===== config.mk =====
export PLATFORM = sky130hd
export DESIGN_NAME = alu_seq_fsm
export DESIGN_NICKNAME = d
export VERILOG_FILES = /design/src/rtl/alu_seq_fsm.sv
export SDC_FILE = /design/constraint.sdc
export NUM_CORES = 1
export LEC_CHECK = 0
export BUFFER_PORTS_ARGS = -buffer_cell sky130_fd_sc_hd__buf_2
export CORE_ASPECT_RATIO = 1.75
export CORE_MARGIN = 1.5
export CORE_UTILIZATION = 35
export DETAILED_ROUTE_END_ITERATION = 7
export PLACE_DENSITY = 0.54
export RECOVER_POWER = 25
export SLEW_MARGIN = 20
export SYNTH_ARGS = -nofsm -noshare
export SYNTH_HDL_FRONTEND = slang
export SYNTH_SLANG_ARGS = --single-unit

===== constraint.sdc =====
create_clock -name clk -period 6.6 [get_ports clk]
set_input_delay 1.32 -clock clk [delete_from_list [all_inputs] [get_ports clk]]
set_output_delay 1.32 -clock clk [all_outputs]
set_load 0.02 [all_outputs]

===== src/rtl/alu_seq_fsm.sv =====
// alu_seq_fsm: sequential W-bit ALU with a valid/ready input, a registered
// result held under backpressure, a steppable/loadable op register and an
// iterative restoring divider for DIV/MOD with divide-by-zero flagging.
module alu_seq_fsm #(
  parameter int W = 8
) (
  input  logic           clk,
  input  logic           rst,
  input  logic [W-1:0]   ain,
  input  logic [W-1:0]   bin,
  input  logic           in_valid,
  output logic           in_ready,
  input  logic           s,
  input  logic           op_ld,
  input  logic [2:0]     op_in,
  output logic [2:0]     op_cur,
  output logic [2*W-1:0] out,
  output logic           out_valid,
  input  logic           out_ready,
  output logic           dz,
  output logic           busy
);

  localparam logic [2:0] OP_ADD = 3'd0;
  localparam logic [2:0] OP_SUB = 3'd1;
  localparam logic [2:0] OP_MUL = 3'd2;
  localparam logic [2:0] OP_MOD = 3'd3;
  localparam logic [2:0] OP_DIV = 3'd4;
  localparam logic [2:0] OP_AND = 3'd5;
  localparam logic [2:0] OP_OR  = 3'd6;
  localparam logic [2:0] OP_XOR = 3'd7;
  localparam int CW = (W > 2) ? $clog2(W) : 1;

  typedef enum logic [1:0] {IDLE, DIVIDE, DONE} state_t;

  state_t         r_state;
  logic [2:0]     r_op;
  logic           r_s_q;
  logic [W-1:0]   r_rem;
  logic [W-1:0]   r_quo;
  logic [W-1:0]   r_b;
  logic           r_is_mod;
  logic [CW-1:0]  r_cnt;
  logic [2*W-1:0] r_out;
  logic           r_out_valid;
  logic           r_dz;
  logic           r_busy;
  logic           r_in_ready;

  logic [2*W-1:0] w_a2, w_b2, w_res;
  logic [W:0]     w_sub;
  logic           w_dz, w_div_start, w_accept;
  logic [W:0]     w_rem_sh;
  logic           w_ge;
  logic [W-1:0]   w_rem_sub, w_rem_next, w_quo_next;

  assign w_a2     = {{W{1'b0}}, ain};
  assign w_b2     = {{W{1'b0}}, bin};
  assign w_sub    = {1'b0, ain} - {1'b0, bin};
  assign w_accept = in_valid && r_in_ready;

  // One restoring-division step: shift in the next dividend bit, subtract
  // the divisor when it fits. The difference is below the divisor whenever
  // it is kept, so W bits of it suffice.
  assign w_rem_sh   = {r_rem, r_quo[W-1]};
  assign w_ge       = (w_rem_sh >= {1'b0, r_b});
  assign w_rem_sub  = w_rem_sh[W-1:0] - r_b;
  assign w_rem_next = w_ge ? w_rem_sub : w_rem_sh[W-1:0];
  assign w_quo_next = {r_quo[W-2:0], w_ge};

  // Single-cycle results, including the divide-by-zero fallbacks.
  always_comb begin
    w_res       = '0;
    w_dz        = 1'b0;
    w_div_start = 1'b0;
    case (r_op)
      OP_ADD: w_res = w_a2 + w_b2;
      OP_SUB: w_res = {{(W-1){1'b0}}, w_sub};
      OP_MUL: w_res = w_a2 * w_b2;
      OP_MOD: begin
        w_res       = w_a2;
        w_dz        = (bin == '0);
        w_div_start = (bin != '0);
      end
      OP_DIV: begin
        w_res       = {{W{1'b0}}, {W{1'b1}}};
        w_dz        = (bin == '0);
        w_div_start = (bin != '0);
      end
      OP_AND: w_res = {{W{1'b0}}, ain & bin};
      OP_OR:  w_res = {{W{1'b0}}, ain | bin};
      OP_XOR: w_res = {{W{1'b0}}, ain ^ bin};
      default: w_res = '0;
    endcase
  end

  // Op register: direct load wins over an s rising edge; frozen outside IDLE.
  always_ff @(posedge clk) begin
    if (rst) begin
      r_op  <= '0;
      r_s_q <= 1'b0;
    end else begin
      r_s_q <= s;
      if (r_state == IDLE) begin
        if (op_ld)             r_op <= op_in;
        else if (s && !r_s_q)  r_op <= r_op + 3'd1;
      end
    end
  end

  // Main FSM with registered outputs; in_ready is a pure state decode.
  always_ff @(posedge clk) begin
    if (rst) begin
      r_state     <= IDLE;
      r_out       <= '0;
      r_out_valid <= 1'b0;
      r_dz        <= 1'b0;
      r_busy      <= 1'b0;
      r_in_ready  <= 1'b1;
      r_rem       <= '0;
      r_quo       <= '0;
      r_b         <= '0;
      r_is_mod    <= 1'b0;
      r_cnt       <= '0;
    end else begin
      case (r_state)
        IDLE: begin
          if (w_accept) begin
            r_in_ready <= 1'b0;
            if (w_div_start) begin
              r_state  <= DIVIDE;
              r_busy   <= 1'b1;
              r_rem    <= '0;
              r_quo    <= ain;
              r_b      <= bin;
              r_is_mod <= (r_op == OP_MOD);
              r_cnt    <= '0;
            end else begin
              r_state     <= DONE;
              r_out       <= w_res;
              r_dz        <= w_dz;
              r_out_valid <= 1'b1;
            end
          end
        end
        DIVIDE: begin
          r_rem <= w_rem_next;
          r_quo <= w_quo_next;
          r_cnt <= r_cnt + 1'b1;
          if (r_cnt == CW'(W-1)) begin
            r_state     <= DONE;
            r_busy      <= 1'b0;
            r_out_valid <= 1'b1;
            r_dz        <= 1'b0;
            r_out       <= r_is_mod ? {{W{1'b0}}, w_rem_next}
                                    : {{W{1'b0}}, w_quo_next};
          end
        end
        DONE: begin
          if (out_ready) begin
            r_state     <= IDLE;
            r_out_valid <= 1'b0;
            r_in_ready  <= 1'b1;
          end
        end
        default: r_state <= IDLE;
      endcase
    end
  end

  assign in_ready  = r_in_ready;
  assign op_cur    = r_op;
  assign out       = r_out;
  assign out_valid = r_out_valid;
  assign dz        = r_dz;
  assign busy      = r_busy;

endmodule


==> flow_summary.json <==
{
  "synth_edf_count": 0,
  "max_slew_margin": -0.481,
  "gp_congestion": 1.03,
  "power_density_nw_per_um2": 250,
  "dp_hpwl_mm": 15.8,
  "fmax_ghz": 0.177,
  "synth.area.top_cells": "dfxtp_1 (19%), ha_1 (16%), fa_1 (13%)",
  "path_buf_inv": 4,
  "fin_worst_skew_ns": 0.0126,
  "async_flop_share": 0,
  "num-fill-cells": 1721,
  "design_area_um2": 6400,
  "regToRegStartpoint": "op_cur[2]",
  "final_hold_viol_count": 0,
  "synth_top_cell_area_share": 0.185,
  "grt_use_total": 0.224,
  "synth-seq-area-share": 0.185,
  "grt_pass1_wl_mm": 29.7,
  "ys_types": 70,
  "violations": "max-capacitance violations, max-slew violations",
  "pin_count": 48,
  "hp-start": "out[10]",
  "cts_buffer_depth": 2,
  "final_cells": 972,
  "clkTransAtPathRegs_ns": 0.08,
  "p_total_mw": 1.60,
  "drc": 0,
  "synth_area_per_cell_um2": 8.18,
  "rrSetupSlack_ns": 2.85,
  "htree_levels": 2,
  "post_cts_buffers": 0,
  "post_cts_resized": 0,
  "tightest_slew_ns": 2.22,
  "cts_root_buf": "clkbuf_16",
  "crit_top_cell": "fa_1",
  "slew_violations": 50,
  "drt-initial-drc-count": 295,
  "synthCells": 714,
  "setup_viol_count_final": 0,
  "arrival_ns": 5.85,
  "period_needed_ns": 5.64,
  "synth.net_count": 854,
  "p_leak_nw": 2.80,
  "dp.cells": 964,
  "placementRows": 62,
  "placed_cell_area_um2": 6280,
  "cp_max_fo": 8,
  "crit_type": "in2reg",
  "clkLatencyLatePin_ns": 0.31,
  "ys_warn_count": 0,
  "core_area_um2": 16400,
  "crit_slowest_cell": "fa_1",
  "rr_worst_depth": 10,
  "reg2reg_to": "out[8]",
  "fp.dieArea_um2": 17500,
  "cts_tree": "done",
  "num_vias": 5387,
  "cp_cell_sequence": "buf_2 -> clkinv_1 -> nor2_1 -> fa_1 -> fa_1 -> fa_1 -> inv_1 -> fa_1 -> inv_1 -> ha_1 -> a2111o_1 -> o21ai_0 -> o21ai_0 -> xnor2_1 -> a22o_1",
  "hp-class": "reg2reg",
  "synth-seq-cells": 54,
  "dr.pass1.iters": 4,
  "endpoint_kind": "flip-flop",
  "grt_overflow_total": 0,
  "drive_gt1_frac": 0.0789,
  "numCtsBuffers": 5,
  "ys.flop_type": "dfxtp_1",
  "rsz0062_at_grt": "false",
  "wirelength_mm": 19.0,
  "hold_buffers": 0,
  "synth_area_um2": 5840,
  "area_growth_pct": 9.60,
  "start_util": 0.357,
  "port_buffers": 47,
  "fin_setup_tns_ns": 0,
  "finalCoreUtilization": 0.391,
  "cp_data_required_time_ns": 6.81,
  "cp_num_cells": 15,
  "nNetsFinal": 887,
  "die_w_um": 101,
  "via_per_inst": 5.54,
  "num_antenna_cells": 0,
  "grt_pass1_vias": 5680,
  "cp_top_family": "adder cells",
  "peakVddDrop_mv": 0.105,
  "cts_sinks": 54,
  "worstHoldPathCells": 2,
  "die_y_um": 174,
  "avgRoutedWirePerCell_um": 19.5,
  "setup.worst_path.start_class": "input pin",
  "status": "complete, but fails checks",
  "fin_crit_sh": 0.855,
  "max_stage_delay_ns": 0.54,
  "yosysTopAreaCell": "dfxtp_1",
  "ant_nets": 0,
  "antenna_found_initial": 0,
  "cap_violations": 1,
  "whs_endpoint": "out[10]",
  "grt_max_degree": 50
}
-- cells by family after synthesis --
family / count (synthesis) / synth area share
simple gates: 211 / 0.166
compound gates: 194 / 0.236
fa+ha+maj: 115 / 0.295
buf+inv: 114 / 0.0771
flops: 54 / 0.185
xor+xnor: 21 / 0.0315
mux: 5 / 0.00857
-- worst reg2reg max path: cells and delay by family (launching register included) --
kind            cells  cell delay [ns]
compound gates      4             1.25
xor+xnor            1             0.11
fa+ha+maj           1             0.46
buf+inv             1             0.22
flops               1             0.91
mux                 1             0.18
simple gates        2             0.56
-- flip-flops by register name (all words and copies together), names as in the netlist, 2 cells and up --
| register | flops |
|---|---|
| op_cur | 3 |
| out | 16 |
| r_b | 8 |
| r_cnt | 3 |
| r_quo | 8 |
| r_rem | 8 |
| r_state | 2 |
-- cell type report --
| type | instances | area [µm²] | area share |
|---|---|---|---|
| Multi-Input combinational cell | 546 | 4320 | 0.674 |
| Sequential cell | 54 | 1080 | 0.169 |
| Inverter | 89 | 334 | 0.0522 |
| Tap cell | 224 | 280 | 0.0438 |
| Timing Repair Buffer | 51 | 243 | 0.0379 |
| Clock buffer | 5 | 125 | 0.0195 |
| Clock inverter | 3 | 22.5 | 0.00352 |
-- synthesized netlist by cell type, types with 5 or more instances --
library cell / number
nor2_1: 94
inv_1: 79
ha_1: 77
nand2_1: 57
dfxtp_1: 54
a21oi_1: 44
fa_1: 38
o21ai_0: 33
xnor2_1: 16
a211oi_1: 15
clkbuf_1: 15
a2111oi_0: 11
a21o_1: 10
clkinv_1: 10
nand3_1: 10
nor3_1: 9
o21a_1: 8
and3_1: 6
buf_2: 6
nor2b_1: 6
o211ai_1: 6
a222oi_1: 5
mux2i_1: 5
o2111ai_1: 5
xor2_1: 5
-- through the flow --
stage / worst slack (ns) / hold slack (ns)
global route: 0.798 / 0.480
global placement: 0.783 / 0.438
detailed placement: 0.652 / 0.445
floorplan: 1.23 / 0.436
CTS: 0.977 / 0.456
finish: 0.960 / 0.455
-- cells in the final DEF (no fill, tap or decap), types with 5 or more instances in the layout --
cell type  count
nor2_1        94
inv_1         79
ha_1          77
nand2_1       57
dfxtp_1       54
a21oi_1       44
fa_1          38
o21ai_0       33
buf_2         32
xnor2_1       16
clkbuf_1      16
a211oi_1      15
a2111oi_0     11
clkinv_1      10
a21o_1        10
nand3_1       10
nor3_1         9
o21a_1         8
nor2b_1        6
and3_1         6
o211ai_1       6
mux2i_1        5
xor2_1         5
o2111ai_1      5
a222oi_1       5
clkbuf_16      5
-- worst max-delay path by stage --
stage                       from      end
final                     ain[1]  out[15]
after global routing      ain[1]  out[12]
after CTS                 ain[1]  out[15]
after detailed placement  ain[1]  out[15]
after global placement    ain[1]  out[15]
after floorplan           bin[7]  out[12]
-- power by group --
group          internal [mW]  switching, mW  total [mW]
combinational          0.357          0.559       0.916
sequential             0.361         0.0406       0.402
clock                  0.144          0.141       0.285
total                  0.861          0.741        1.60
-- per-layer routing --
layer  up-vias  wire length [µm]  global-route usage
met2       150             10700               0.427
met3        65               539              0.0257
met4         0              1280               0.154
met1      2607              6490               0.215
li1       2565                 -                   -
met5         -                 0                   0
Note: power is estimated with default switching activity, not from simulation.
